<file path="src/rtl/counter_pkg.sv">
// counter_pkg: shared definitions for the counter command controller.
//   - default debounce / auto-repeat timing
//   - repeat FSM state encoding
//   - command pulse bundle and button index map
//   - cw(): counter width helper (never returns 0)
package counter_pkg;

  localparam int DEB_CYCLES_DEF   = 16;
  localparam int REPEAT_DELAY_DEF = 64;
  localparam int REPEAT_RATE_DEF  = 8;

  // Bit positions inside the packed button vectors.
  localparam int B_LOAD = 0;
  localparam int B_UP   = 1;
  localparam int B_DN   = 2;

  typedef enum logic [1:0] {
    ST_IDLE      = 2'd0,
    ST_HOLD_WAIT = 2'd1,
    ST_REPEAT    = 2'd2
  } rpt_state_e;

  typedef struct packed {
    logic load;
    logic down;
    logic up;
  } cmd_t;

  // Width able to hold 0..n-1; at least one bit.
  function automatic int cw(input int n);
    return (n > 1) ? $clog2(n) : 1;
  endfunction

endpackage

</file>
<file path="src/rtl/btn_debounce.sv">
// btn_debounce: 2-flop synchronizer followed by a stable-level debouncer.
//   clk   : clock
//   rst   : async active-high reset
//   btn   : raw asynchronous button
//   level : debounced level; follows the synchronized input once it has
//           disagreed with the current level for DEB_CYCLES consecutive edges
module btn_debounce
  import counter_pkg::*;
#(
  parameter int DEB_CYCLES = DEB_CYCLES_DEF
) (
  input  logic clk,
  input  logic rst,
  input  logic btn,
  output logic level
);

  localparam int CW = cw(DEB_CYCLES);

  logic          s1, s2;
  logic [CW-1:0] cnt;

  always_ff @(posedge clk or posedge rst) begin
    if (rst) begin
      s1 <= 1'b0;
      s2 <= 1'b0;
    end else begin
      s1 <= btn;
      s2 <= s1;
    end
  end

  // Any sample agreeing with the current level restarts the count, so a
  // glitch shorter than DEB_CYCLES never reaches the flip point.
  always_ff @(posedge clk or posedge rst) begin
    if (rst) begin
      cnt   <= '0;
      level <= 1'b0;
    end else if (s2 == level) begin
      cnt <= '0;
    end else if (cnt == CW'(DEB_CYCLES - 1)) begin
      level <= s2;
      cnt   <= '0;
    end else begin
      cnt <= cnt + CW'(1);
    end
  end

endmodule

</file>
<file path="src/rtl/counter_cmd_ctrl.sv">
// counter_cmd_ctrl: turns three bouncing push-buttons into single-cycle
// LOAD / UP / DOWN command pulses for a 5-bit counter, with hold-to-repeat
// on UP/DOWN.
//   CLK, RST             : clock, async active-high reset
//   BTN_LOAD/UP/DOWN     : raw buttons, high = pressed
//   SW[4:0]              : raw load-value switches
//   FLAG_High / FLAG_LOW : counter is at 31 / at 0 (blocks UP / DOWN pulses)
//   LOAD, UP, DOWN       : registered one-hot command pulses
//   IN[4:0]              : load value, updated together with LOAD
module counter_cmd_ctrl
  import counter_pkg::*;
#(
  parameter int DEB_CYCLES   = DEB_CYCLES_DEF,
  parameter int REPEAT_DELAY = REPEAT_DELAY_DEF,
  parameter int REPEAT_RATE  = REPEAT_RATE_DEF
) (
  input  logic       CLK,
  input  logic       RST,
  input  logic       BTN_LOAD,
  input  logic       BTN_UP,
  input  logic       BTN_DOWN,
  input  logic [4:0] SW,
  input  logic       FLAG_High,
  input  logic       FLAG_LOW,
  output logic       LOAD,
  output logic       UP,
  output logic       DOWN,
  output logic [4:0] IN
);

  localparam int WW = cw(REPEAT_DELAY);
  localparam int RW = cw(REPEAT_RATE);

  logic [2:0]    btn_raw, deb_lvl, deb_q, deb_rise;
  logic [4:0]    sw_s1, sw_s2;
  rpt_state_e    state, state_nxt;
  logic          dir_dn, dir_dn_nxt;   // latched direction, 1 = DOWN
  logic [WW-1:0] wait_tmr;
  logic [RW-1:0] rate_tmr;
  logic          held, wait_done, rate_done, fire, blocked;
  cmd_t          cmd_nxt;

  assign btn_raw = {BTN_DOWN, BTN_UP, BTN_LOAD};

  for (genvar i = 0; i < 3; i++) begin : g_deb
    btn_debounce #(.DEB_CYCLES(DEB_CYCLES)) u_deb (
      .clk  (CLK),
      .rst  (RST),
      .btn  (btn_raw[i]),
      .level(deb_lvl[i])
    );
  end

  always_ff @(posedge CLK or posedge RST) begin
    if (RST) begin
      deb_q <= '0;
      sw_s1 <= '0;
      sw_s2 <= '0;
    end else begin
      deb_q <= deb_lvl;
      sw_s1 <= SW;
      sw_s2 <= sw_s1;
    end
  end

  // Rise strobes: one cycle, the cycle after the debounced level goes high.
  assign deb_rise  = deb_lvl & ~deb_q;
  assign held      = dir_dn ? deb_lvl[B_DN] : deb_lvl[B_UP];
  assign wait_done = (wait_tmr == WW'(REPEAT_DELAY - 1));
  assign rate_done = (rate_tmr == RW'(REPEAT_RATE - 1));

  // State register
  always_ff @(posedge CLK or posedge RST) begin
    if (RST) begin
      state  <= ST_IDLE;
      dir_dn <= 1'b0;
    end else begin
      state  <= state_nxt;
      dir_dn <= dir_dn_nxt;
    end
  end

  // Next state. LOAD wins over everything; DOWN beats UP when both rise in
  // IDLE. Outside IDLE every UP/DOWN rise is dropped.
  always_comb begin
    state_nxt  = state;
    dir_dn_nxt = dir_dn;
    if (deb_rise[B_LOAD]) begin
      state_nxt = ST_IDLE;
    end else begin
      case (state)
        ST_IDLE: begin
          if (deb_rise[B_DN]) begin
            state_nxt  = ST_HOLD_WAIT;
            dir_dn_nxt = 1'b1;
          end else if (deb_rise[B_UP]) begin
            state_nxt  = ST_HOLD_WAIT;
            dir_dn_nxt = 1'b0;
          end
        end
        ST_HOLD_WAIT: begin
          if (!held)          state_nxt = ST_IDLE;
          else if (wait_done) state_nxt = ST_REPEAT;
        end
        ST_REPEAT: begin
          if (!held) state_nxt = ST_IDLE;
        end
        default: state_nxt = ST_IDLE;
      endcase
    end
  end

  // Outputs. The flags only mask the pulse; sequencing is unaffected so a
  // cleared flag picks up on the next repeat slot.
  always_comb begin
    cmd_nxt = '0;
    fire    = 1'b0;
    if (deb_rise[B_LOAD]) begin
      cmd_nxt.load = 1'b1;
    end else begin
      case (state)
        ST_IDLE:      fire = deb_rise[B_DN] | deb_rise[B_UP];
        ST_HOLD_WAIT: fire = held & wait_done;
        ST_REPEAT:    fire = held & rate_done;
        default:      fire = 1'b0;
      endcase
    end
    blocked = dir_dn_nxt ? FLAG_LOW : FLAG_High;
    if (fire && !blocked) begin
      cmd_nxt.down = dir_dn_nxt;
      cmd_nxt.up   = ~dir_dn_nxt;
    end
  end

  // Each timer only counts while its state persists and is cleared on every
  // entry or slot, so it never exceeds its terminal value.
  always_ff @(posedge CLK or posedge RST) begin
    if (RST) begin
      wait_tmr <= '0;
      rate_tmr <= '0;
    end else begin
      wait_tmr <= (state == ST_HOLD_WAIT && state_nxt == ST_HOLD_WAIT)
                  ? wait_tmr + WW'(1) : '0;
      rate_tmr <= (state == ST_REPEAT && state_nxt == ST_REPEAT && !rate_done)
                  ? rate_tmr + RW'(1) : '0;
    end
  end

  always_ff @(posedge CLK or posedge RST) begin
    if (RST) begin
      LOAD <= 1'b0;
      UP   <= 1'b0;
      DOWN <= 1'b0;
      IN   <= '0;
    end else begin
      LOAD <= cmd_nxt.load;
      UP   <= cmd_nxt.up;
      DOWN <= cmd_nxt.down;
      if (cmd_nxt.load) IN <= sw_s2;
    end
  end

endmodule

</file>
<file path="config.mk">
export PLATFORM = sky130hd
export DESIGN_NAME = counter_cmd_ctrl
export DESIGN_NICKNAME = d
export VERILOG_FILES = /design/src/rtl/counter_pkg.sv /design/src/rtl/btn_debounce.sv /design/src/rtl/counter_cmd_ctrl.sv
export SDC_FILE = /design/constraint.sdc
export NUM_CORES = 1
export LEC_CHECK = 0
export CORE_MARGIN = 2
export CORE_UTILIZATION = 60
export CTS_CLUSTER_DIAMETER = 120
export DETAILED_ROUTE_END_ITERATION = 16
export DONT_BUFFER_PORTS = 1
export GPL_TIMING_DRIVEN = 0
export PLACE_DENSITY = 0.77
export SYNTH_ARGS = -nofsm -noshare
export SYNTH_HDL_FRONTEND = slang
export SYNTH_SLANG_ARGS = --single-unit
export TNS_END_PERCENT = 10
</file>
<file path="constraint.sdc">
create_clock -name CLK -period 2 [get_ports CLK]
set_input_delay 0.1 -clock CLK [delete_from_list [all_inputs] [get_ports CLK]]
set_output_delay 0.1 -clock CLK [all_outputs]
set_load 0.05 [all_outputs]
</file>
## Yosys cells after proc, flatten, opt, wreduce, memory -nomap -nowiden

Cells that the tools add are included.
Widths: inputs -> output; s select.

| cells by class | value |
|---|---|
| add/sub/neg operators | 5 |
| equal/unequal tests | 12 |
| muxes and demuxes | 25 |
| bitwise gates (word level) | 9 |
| reductions and logical operators | 10 |

Operators by type and width:

| cell | count |
|---|---|
| $mux 4 | 6 |
| $mux 2 | 7 |
| $add 4x1->4 const B | 3 |
| $eq 4x4->1 const B | 3 |
| $mux 1 | 8 |
| $add 6x1->6 const B | 1 |
| $eq 6x6->1 const B | 1 |
| $mux 6 | 1 |
| $pmux 2 s3 | 1 |
| $reduce_and 2->1 | 3 |
| $eq 2x1->1 const B | 2 |
| $eq 2x2->1 const B | 2 |
| $logic_and 1x1->1 | 4 |
| $not 1->1 | 4 |
| $add 3x1->3 const B | 1 |
| $and 3x3->3 | 1 |
| $eq 1x1->1 | 3 |
| $eq 3x3->1 const B | 1 |
| $mux 3 | 1 |
| $not 3->3 | 1 |
| $pmux 1 s3 | 1 |
| $and 1x1->1 | 2 |
| $logic_not 1->1 | 2 |
| $logic_not 2->1 | 1 |
| $or 1x1->1 | 1 |

| word-level totals | value |
|---|---|
| register bits | 54 |
| bits of input ports | 12 |
| output and inout port bits | 8 |
| word-level logic and storage cells | 84 |

## Depth between registers and ports, before layout

Gate-level depths: netlist (run 1).

| logic depth | value |
|---|---|
| word-level depth | 10 |
| gate-level depth with buffers | 6 |
| mapped depth without buffers | 6 |

## Hierarchy

Synthesis (run 1) repeated with hierarchy kept, for this count alone.

| unflattened totals | value |
|---|---|
| cell total of the unflattened synthesis | 175 |
| area total of the unflattened synthesis | 2,160.8 µm² |

Modules (own cells, without submodules):

| module | instances | cells an instance | area an instance (µm²) | sequential area each (µm²) |
|---|---|---|---|---|
| counter_cmd_ctrl | 1 | 118 | 1,338.8 | 825.8 |
| btn_debounce | 3 | 19 | 274.0 | 175.2 |

## Least setup slack after synthesis (run 1)

No wires, ideal clock.

| path | value |
|---|---|
| kind | register to register |
| start point | register wait_tmr[0] |
| end point | register rate_tmr[0] |
| arrival | 1.429 ns |
| required time | 1.914 ns |
| path slack | 0.485 ns |
| cell stages (with the launch flop) | 6 |
| buffers on the path | 0 |
| clock period less this slack | 1.515 ns |
| path through | dfrtp_1 -> ha_1 -> and3_2 -> a41oi_4 -> a2111o_1 -> nor3_1 |

| on the way | value |
|---|---|
| word-level cells in the longest chain between the ends | 9 |

Ends and longest elaborated chain:

| item | RTL line | text |
|---|---|---|
| from (decl) | counter_cmd_ctrl.sv:38 | `logic [WW-1:0] wait_tmr;` |
| from (signal assigned) | counter_cmd_ctrl.sv:142 | `wait_tmr <= (state == ST_HOLD_WAIT && state_nxt == ST_HOLD_WAIT)` |
| $eq 6x6->1 | counter_cmd_ctrl.sv:69 | `assign wait_done = (wait_tmr == WW'(REPEAT_DELAY - 1));` |
| $mux 2 | counter_cmd_ctrl.sv:103 | `else if (wait_done) state_nxt = ST_REPEAT;` |
| $mux 2 | counter_cmd_ctrl.sv:102 | `if (!held) state_nxt = ST_IDLE;` |
| $pmux 2 s3 | counter_cmd_ctrl.sv:91 | `case (state)` |
| $mux 2 | counter_cmd_ctrl.sv:88 | `if (deb_rise[B_LOAD]) begin` |
| $eq 2x2->1 | counter_cmd_ctrl.sv:144 | `rate_tmr <= (state == ST_REPEAT && state_nxt == ST_REPEAT && !rate_done)` |
| $logic_and 1x1->1 (2 in series) | counter_cmd_ctrl.sv:144 |  |
| $mux 3 | counter_cmd_ctrl.sv:145 | `? rate_tmr + RW'(1) : '0;` |
| to (signal assigned) | counter_cmd_ctrl.sv:144 |  |
| to (decl) | counter_cmd_ctrl.sv:39 | `logic [RW-1:0] rate_tmr;` |

No other way between the ends.
A chain may end at the register's enable or synchronous reset.

==> results.sh, run 1 <==
export IMPL_grt_usage=0.206
export IMPL_htreeDepth=2
export IMPL_setup_viol_count_final=0
export IMPL_reg2reg_depth=5
export IMPL_finalHoldViolations=0
export IMPL_hp_class="input port to asynchronous set/reset pin"
export IMPL_synthTopCellsByArea="dfrtp_1 63%, ha_1 5.8%, nand2_1 3.6%, xnor2_1 3.6%, nand3_1 2.1%"
export IMPL_regToRegSetupSlack_ns=0.23
export IMPL_cp_end_kind="register"
export IMPL_multi_input_area_um2=756
export IMPL_grt_pass1_vias=1429
export IMPL_finClkSkew_ns=0.0126
export IMPL_tns_ns=0
export IMPL_worstSetupStartpointType="register"
export IMPL_synth_simple_area_share=0.159
export IMPL_cts_resized=0
export IMPL_place_congestion=0.743
export IMPL_status="complete, no violations"
export IMPL_cp_required_ns=2.27
export IMPL_syn2layout_area_growth_pct=11.9
export IMPL_rsz0062_at_grt="false"
export IMPL_place_ws_ns=0.310
export IMPL_clockBufferDepth=2
export IMPL_synth_xor_area_share=0.0405
export IMPL_synth_most_common_cell="dfrtp_1"
export IMPL_synth_common_cells="54 x dfrtp_1, 21 x nand2_1, 10 x ha_1, 10 x inv_1"
export IMPL_grt_pass1_wl_um=6280
export IMPL_cts_buffers=5
export IMPL_synth_top_family_by_area="simple AND/OR/NAND/NOR gates"
export IMPL_async_flop_share=1.00
export IMPL_rows=21
export IMPL_io_pins=20
export IMPL_die_h_um=64.0
export IMPL_rr_startpoint="state[0]"
export IMPL_drt_iter0_markers=82
export IMPL_clock_sinks=54
export IMPL_post_cts_setup_buffers=0
export IMPL_routed_wirelength_um=3570
export IMPL_final_area_um2=2420
export IMPL_root_buffer="clkbuf_4"
export IMPL_final_max_slew_viol_count=0
export IMPL_nFillCells=234
export IMPL_drc=0
export IMPL_maxCapViolCount=0
export IMPL_arrival_ns=2.04
export IMPL_start_util=0.638
export IMPL_syn_nets=198
export IMPL_synth_area_mux_share=0.0226
export IMPL_dpl_hpwl_um=2480
export IMPL_synth_top_area_frac=0.625
export IMPL_synth_cell_type_count=33
export IMPL_wl_per_cell_um=14.8
export IMPL_total_power_mw=1.75
export IMPL_cts_hold_buf=11
export IMPL_r2r_end="UP"
export IMPL_syn_area_um2=2160
export IMPL_synth_edf_count=0
export IMPL_final_nets=217
export IMPL_ir_drop_v=0.000629
export IMPL_dp_cells=223
export IMPL_die_area_um2=4100
export IMPL_antenna_found_initial=0
export IMPL_period_share=0.885
export IMPL_fin_ws_ns=0.229
export IMPL_synth_compound_area_frac=0.0701
export IMPL_vias=1361
export IMPL_placed_cell_area_um2=2240
export IMPL_drive_gt1_frac=0.0918
export IMPL_finalNonFillerCells=242
export IMPL_critical_path_class="register to register"
export IMPL_first_pass_iters=4
export IMPL_clkTransAtPathRegs_ns=0.14
export IMPL_vias_per_cell=5.62
export IMPL_clock_latency_ns=0.37
export IMPL_ant_nets=0
export IMPL_synth_top_cell_by_area="dfrtp_1"
export IMPL_insertedDiodeCount=0
export IMPL_syn_area_per_cell_um2=12.3
export IMPL_cellPowerDensity_nw_per_um2=724
export IMPL_syn_inst=176
export IMPL_io_buffer_count=0
export IMPL_synth_seq_cells=54
export IMPL_yosysSeqAreaShare=0.625
export IMPL_fin_crit_ns=1.77
export IMPL_cp_max_fo=7
export IMPL_cts_tree="done"
export IMPL_synth_flop_cell="dfrtp_1"
export IMPL_slew_headroom=0.680
export IMPL_seq_area_um2=1350
export IMPL_fp_dieW_um=64.0
export IMPL_coreArea_um2=3390
export IMPL_synth_fa_ha_area_frac=0.0579
export IMPL_grt_start_max_net_pins=47
export IMPL_max_freq_mhz=565
export IMPL_yosys_warnings=0
export IMPL_worstMarginPinSlew_ns=0.480
export IMPL_grt_overflow_total=0
export IMPL_p_leak_nw=1.10
cell usage in the layout, fill, tap and decap left out, types with 2 or more instances in the layout:
master and n:
inv_1 9, a21oi_1 6, nor3_1 4, dfrtp_1 54, nand2b_1 2, nor3b_1 2
xnor2_1 9, nand2_1 21, nor2b_1 5, nand3_1 9, o21ai_0 4, dlygate4sd3_1 11
or2b_1 2, nand4b_1 4, ha_1 10, mux2_2 3, clkinv_4 2, nor4_1 6
o31ai_1 2, nor2_1 8, clkbuf_4 5
worst max-delay path by stage:
stage / slack (ns) / from / endpoint
floorplan: 0.49 / wait_tmr[0] / rate_tmr[0]
global placement: 0.21 / RST / wait_tmr[3]
detailed placement: 0.31 / state[1] / wait_tmr[5]
CTS: 0.26 / state[1] / wait_tmr[5]
global route: 0.05 / state[0] / UP
finish: 0.23 / state[0] / UP
sequential cells by signal, indices dropped and copies added, names as in the netlist:
signal / count
g_deb.u_deb.cnt: 12
wait_tmr: 6
IN: 5
sw_s1: 5
sw_s2: 5
deb_q: 3
g_deb.u_deb.level: 3
g_deb.u_deb.s1: 3
g_deb.u_deb.s2: 3
rate_tmr: 3
state: 2
DOWN: 1
LOAD: 1
UP: 1
dir_dn: 1
stage by stage:
step	hold WS (ns)	util
2_1_floorplan	0.131	-
3_3_place_gp	0.131	0.654
3_5_place_dp	-0.0875	0.660
4_1_cts	0.0624	0.713
5_1_grt	0.0727	0.713
6_report	0.0809	0.713
critical path: stages, from the launching register on:
cell	delay, ns
dfrtp_1	0.50
inv_1	0.11
ha_1	0.27
o31ai_1	0.29
a32oi_1	0.17
nor4_1	0.33
final cells by class:
cell class,instances,area share
Buffer,2,0.00673
Clock buffer,6,0.0212
Clock inverter,2,0.00725
Inverter,10,0.0155
Multi-Input combinational cell,110,0.313
Sequential cell,54,0.559
Tap cell,46,0.0238
Timing Repair Buffer,12,0.0538
power breakdown:
group	internal (mW)	switching (mW)	total, mW
clock network	0.176	0.322	0.498
registers	1.13	0.0298	1.16
logic	0.0455	0.0519	0.0974
total	1.35	0.403	1.75
cell families after synthesis:
family / after synthesis
multiplexers: 4
flip-flops: 54
AND/OR/NAND/NOR: 66
buffers and inverters: 12
AO/OA/AOI/OAI: 20
adder cells (fa/ha/maj): 10
XOR/XNOR: 10
layer usage:
metal / global-route usage / routed length (um)
met4: 0.0951 / 65
met1: 0.226 / 1480
met5: 0 / 0
met3: 0.0651 / 132
met2: 0.361 / 1900
No activity file was read; power rests on OpenSTA's default activity.
==> inputs of run 2 (changes only) <==
- BUFFER_PORTS_ARGS: default -> -buffer_cell sky130_fd_sc_hd__buf_2
- CORE_UTILIZATION: 60 -> 57
- DONT_BUFFER_PORTS: 1 -> default
- PLACE_DENSITY: 0.77 -> 0.78
==> run 2 against run 1 <==
Net effect: first-iteration DRC count is 21% lower; total power is 7.8% higher; clock power is 25% higher; sequential share of layout area is 2.7 points lower; highest routed layer unchanged; combinational power is 18% higher.
==> results.sh, run 2 (synthesis gave the netlist of run 1 again) <==
export IMPL_drt_iter0_markers=65
export IMPL_finalNonFillerCells=263
export IMPL_start_util=0.590
export IMPL_maxCapViolCount=0
export IMPL_drive_gt1_frac=0.167
export IMPL_io_pins=20
export IMPL_status="complete, no violations"
export IMPL_cp_end_kind="register"
export IMPL_max_freq_mhz=560
export IMPL_nFillCells=248
export IMPL_coreArea_um2=3660
export IMPL_p_leak_nw=1.20
export IMPL_tns_ns=0
export IMPL_setup_viol_count_final=0
export IMPL_cp_max_fo=7
export IMPL_mostFrequentLayoutCells="54 x dfrtp_1, 21 x nand2_1, 20 x buf_2"
export IMPL_wl_met1_um=1690
export IMPL_root_buffer="clkbuf_8"
export IMPL_critical_path_class="register to register"
export IMPL_clkTransAtPathRegs_ns=0.09
export IMPL_utilization=0.694
export IMPL_die_area_um2=4300
export IMPL_dp_cells=244
export IMPL_clock_sinks=54
export IMPL_place_congestion=0.864
export IMPL_slew_headroom=0.764
export IMPL_grt_pass1_wl_um=7160
export IMPL_top_regs="g_deb.u_deb.cnt x12, wait_tmr x6"
export IMPL_crit_chain="inv_1 -> ha_1 -> o31ai_1 -> a32oi_1 -> nor4b_1"
export IMPL_rows=22
export IMPL_first_pass_iters=4
export IMPL_fp_dieW_um=65.6
export IMPL_largest_reg_flops=12
export IMPL_final_common_cell="dfrtp_1"
export IMPL_fin_crit_ns=1.79
export IMPL_cp_required_ns=2.18
export IMPL_rsz0062_at_grt="false"
export IMPL_period_share=0.893
export IMPL_wl_per_cell_um=15.6
export IMPL_final_max_slew_viol_count=0
export IMPL_ir_drop_v=0.000744
export IMPL_finClkSkew_ns=0.00918
export IMPL_route_met2_wl_um=2180
export IMPL_cts_buffers=5
export IMPL_htreeDepth=2
export IMPL_slowest_stage="dfrtp_1"
export IMPL_ant_nets=0
export IMPL_cellPowerDensity_nw_per_um2=742
export IMPL_hp_class="input port to asynchronous set/reset pin"
export IMPL_finalHoldViolations=0
export IMPL_clockBufferDepth=2
export IMPL_final_nets=236
export IMPL_drc=0
export IMPL_syn2layout_area_growth_pct=17.6
export IMPL_total_power_mw=1.89
export IMPL_cts_tree="done"
export IMPL_routed_top_layer="met4"
export IMPL_fin_ws_ns=0.215
export IMPL_largest_register="g_deb.u_deb.cnt"
export IMPL_routed_wirelength_um=4110
export IMPL_antenna_found_initial=0
export IMPL_grt_overflow_total=0
export IMPL_grt_usage=0.225
export IMPL_wl_met3_um=174
export IMPL_grt_pass1_vias=1532
export IMPL_worstMarginPinSlew_ns=0.352
export IMPL_grt_start_max_net_pins=49
export IMPL_vias=1439
export IMPL_io_buffer_count=19
export IMPL_clock_latency_ns=0.30
export IMPL_vias_per_cell=5.47
export IMPL_arrival_ns=1.97
export IMPL_die_h_um=65.6
export IMPL_cpPeakStageDelay_ns=0.49
export IMPL_insertedDiodeCount=0
export IMPL_place_ws_ns=0.295
export IMPL_dpl_hpwl_um=2620
export IMPL_worstSetupStartpointType="register"
==> run 2: metrics by stage <==
stage	hold slack (ns)	cell area (um^2)
after floorplan	0.131	2160
after global placement	0.209	2320
after detailed placement	0.00338	2340
after CTS	0.227	2540
after global routing	0.248	2540
final	0.236	2540
==> run 2: final timing paths <==
| path | from | slack (ns) | to | depth (start not counted) |
|---|---|---|---|---|
| max | state[0] | 0.21 | DOWN | 5 |
| min | RST | 0.24 | sw_s1[0] | 3 |
| max reg2reg | state[0] | 0.21 | DOWN | 5 |
| min reg2reg | sw_s1[4] | 0.35 | sw_s2[4] | 0 |
| max in group asynchronous | RST | 1.29 | wait_tmr[4] | 4 |
| min in group CLK | sw_s1[4] | 0.35 | sw_s2[4] | 0 |
==> run 2: critical path: cells and delay by family (launching register included) <==
family,cells,cell delay [ns]
flops,1,0.49
simple gates,1,0.35
compound gates,2,0.46
buf+inv,1,0.11
fa+ha+maj,1,0.26
==> run 2: what timing repair did <==
| action | 4_1_cts | 5_1_grt |
|---|---|---|
| hold endpoints to repair | 64 | 0 |
| hold buffers | 11 | 0 |
| resized for setup | 0 | 0 |
| buffers inserted | 0 | 0 |
==> run 2: layout make-up <==
type                    instances  area [um^2]  share of cell area
plain buffers                   2         16.3             0.00640
clock buffers                   7         86.3              0.0340
clock inverters                 1         8.76             0.00345
inverters                      10         37.5              0.0148
multi-input cells             110          756               0.297
flip-flops and latches         54         1350               0.532
well taps                      48         60.1              0.0236
repair buffers                 31          225              0.0886
==> run 2: where the power goes <==
| group | switching [mW] | internal, mW | leakage [nW] | total (mW) |
|---|---|---|---|---|
| Clock | 0.335 | 0.286 | 0.0489 | 0.622 |
| Sequential | 0.0247 | 1.12 | 0.710 | 1.15 |
| Combinational | 0.0614 | 0.0538 | 0.442 | 0.115 |
| Total | 0.421 | 1.46 | 1.20 | 1.89 |
==> run 2: layer usage <==
layer	vias to the layer above	global-route usage
met2	35	0.398
met4	0	0.0781
met3	8	0.0445
met1	713	0.276
met5	-	0
li1	683	-
==> inputs of run 3 (changes only) <==
- ABC_AREA: default -> 1
- CORE_UTILIZATION: 57 -> 58
- GPL_TIMING_DRIVEN: 0 -> default
- PLACE_DENSITY: 0.78 -> 0.79
- RECOVER_POWER: default -> 25
==> run 3 against run 2 <==
Net effect: cell count up 10%; worst hold slack lost 0.19 ns; largest power group unchanged; clock-buffer cell count fell by 1; combinational power rose by 9.6%; non-clock buffer count fell by 4; area after synthesis increased by 3.9%; design area up 2.4%; critical path depth grew 3; die area grew 2.0%; synthesized cell count is 16% higher; largest cell class unchanged.
==> results.sh, run 3 <==
export IMPL_status="complete, no violations"
export IMPL_seq_area_um2=1350
export IMPL_yosys_warnings=0
export IMPL_hold_start="FLAG_High"
export IMPL_grt_pass1_vias=1273
export IMPL_die_h_um=66.2
export IMPL_nFillCells=283
export IMPL_grt_overflow_total=0
export IMPL_coreArea_um2=3690
export IMPL_total_power_mw=1.97
export IMPL_clkTransAtPathRegs_ns=0.09
export IMPL_root_buffer="clkbuf_8"
export IMPL_final_area_um2=2600
export IMPL_final_common_cell="dfrtp_1"
export IMPL_max_freq_mhz=623
export IMPL_setup_viol_count_final=0
export IMPL_io_pins=20
export IMPL_syn_area_per_cell_um2=11.0
export IMPL_largest_reg_flops=12
export IMPL_crit_start="state[1]"
export IMPL_grt_start_max_net_pins=55
export IMPL_synth_most_common_cell="dfrtp_1"
export IMPL_cts_resized=0
export IMPL_worstMarginPinSlew_ns=0.640
export IMPL_tns_ns=0
export IMPL_cts_hold_buf=9
export IMPL_largest_register="g_deb.u_deb.cnt"
export IMPL_synth_common_cells="54 x dfrtp_1, 32 x nand2_1, 24 x inv_1, 18 x nor2_1, 14 x nand3_1"
export IMPL_multi_input_area_um2=782
export IMPL_routed_wirelength_um=3190
export IMPL_fin_crit_ns=1.61
export IMPL_vias_per_cell=4.78
export IMPL_htreeDepth=2
export IMPL_vias=1387
export IMPL_drc=0
export IMPL_synth_edf_count=0
export IMPL_synth_top_cell_by_area="dfrtp_1"
export IMPL_fin_hold_ws_ns=0.0435
export IMPL_finClkSkew_ns=0.00496
export IMPL_wl_per_cell_um=11.0
export IMPL_insertedDiodeCount=0
export IMPL_drive_gt1_frac=0.227
export IMPL_syn2layout_area_growth_pct=15.8
export IMPL_io_buffer_count=19
export IMPL_syn_nets=227
export IMPL_maxCapViolCount=0
export IMPL_fp_dieW_um=66.2
export IMPL_cts_tree="done"
export IMPL_synthTopCellsByArea="dfrtp_1 60%, ha_1 5.6%, nand2_1 5.3%, inv_1 4.0%, nand3_1 3.1%"
export IMPL_async_flop_share=1.00
export IMPL_arrival_ns=1.82
export IMPL_synth_seq_cells=54
export IMPL_place_congestion=0.827
export IMPL_sw_frac_of_total=0.215
export IMPL_rr_startpoint="state[1]"
export IMPL_combinationalPowerShare=0.064
export IMPL_drt_iter0_markers=56
export IMPL_syn_area_um2=2250
export IMPL_cts_buffers=5
export IMPL_rsz0062_at_grt="false"
export IMPL_clock_latency_ns=0.30
export IMPL_worstSetupStartpointType="register"
export IMPL_synth_cell_type_count=25
export IMPL_post_cts_setup_buffers=0
export IMPL_grt_usage=0.176
export IMPL_antenna_found_initial=0
export IMPL_first_pass_iters=4
export IMPL_seqPwrFrac=0.580
export IMPL_clkPwrFrac=0.356
export IMPL_dpl_hpwl_um=2210
export IMPL_placed_cell_area_um2=2410
export IMPL_die_area_um2=4390
export IMPL_grt_pass1_wl_um=5530
export IMPL_clock_sinks=54
export IMPL_p_int_mw=1.55
export IMPL_yosysSeqAreaShare=0.602
export IMPL_top_regs="g_deb.u_deb.cnt x12, wait_tmr x6"
export IMPL_final_nets=263
export IMPL_critical_path_class="register to register"
export IMPL_cp_required_ns=2.21
export IMPL_period_share=0.803
export IMPL_ir_drop_v=0.000630
export IMPL_synth_top_area_frac=0.602
export IMPL_p_leak_nw=1.33
export IMPL_clockBufferDepth=2
export IMPL_cp_end_kind="register"
export IMPL_cellPowerDensity_nw_per_um2=759
export IMPL_final_max_slew_viol_count=0
export IMPL_switchingPower_uw=424
export IMPL_synth_flop_cell="dfrtp_1"
export IMPL_syn_inst=205
export IMPL_start_util=0.609
export IMPL_ant_nets=0
export IMPL_finalHoldViolations=0
export IMPL_mostFrequentLayoutCells="54 x dfrtp_1, 33 x nand2_1, 24 x inv_1"
export IMPL_cp_max_fo=4
export IMPL_rows=22
export IMPL_hp_class="input port to register"
export IMPL_slew_headroom=0.573
-- run 3: power by group through the flow --
| stage | logic (mW) | registers, mW | clock network, mW |
|---|---|---|---|
| finish | 0.126 | 1.14 | 0.703 |
| global route | 0.144 | 1.15 | 0.773 |
| CTS | 0.128 | 1.15 | 0.733 |
| detailed placement | 0.115 | 1.17 | 0 |
| global placement | 0.113 | 1.17 | 0 |
| floorplan | 0.0805 | 1.17 | 0 |
-- run 3: stage by stage --
| stage | setup slack [ns] | cells | util |
|---|---|---|---|
| floorplan | 0.571 | 205 | - |
| global placement | 0.454 | 273 | 0.653 |
| detailed placement | 0.411 | 273 | 0.653 |
| CTS | 0.385 | 290 | 0.707 |
| global route | 0.189 | 290 | 0.705 |
| finish | 0.395 | 290 | 0.705 |
-- run 3: kinds of logic after synthesis --
kind of cell | count (synthesis) | share of synthesized area
xor gates and xnor gates | 12 | 0.0468
and+or+nand+nor | 96 | 0.235
muxes | 1 | 0.00501
adders and majority gates | 10 | 0.0557
AOI/OAI and AO/OA | 4 | 0.00891
DFF | 54 | 0.602
buffers and inverters | 28 | 0.0468
-- run 3: path summary, 6_finish.rpt --
path                       cells past startpoint  slack [ns]               endpoint
max                                            8        0.39            rate_tmr[0]
min in group asynchronous                      4        0.51  g_deb[1].u_deb.cnt[1]
max in group asynchronous                      4        1.07            rate_tmr[0]
min reg2reg                                    0        0.36      g_deb[2].u_deb.s2
max reg2reg                                    8        0.39            rate_tmr[0]
min                                            3        0.04                     UP
-- run 3: critical path, cell delays in order, from the launching register on --
cell and delay, ns:
dfrtp_1 0.40, inv_1 0.11, ha_1 0.26, or2_1 0.24
nand2_2 0.11, nor2_2 0.04, nand2_2 0.07, nand3_2 0.08
nor3_1 0.20
-- run 3: final cells by class --
class,count,area share
Inverter,28,0.0404
Tap cell,48,0.0231
Timing Repair Buffer,29,0.0741
Clock inverter,2,0.0144
Sequential cell,54,0.519
Multi-Input combinational cell,123,0.301
Clock buffer,6,0.0279
-- run 3: per-layer routing --
| layer | vias to the layer above | GRT usage | wire length, um |
|---|---|---|---|
| li1 | 714 | - | - |
| met1 | 640 | 0.236 | 1500 |
| met2 | 27 | 0.255 | 1500 |
| met3 | 6 | 0.0562 | 133 |
| met4 | 0 | 0.0969 | 63 |
| met5 | - | 0 | 0 |
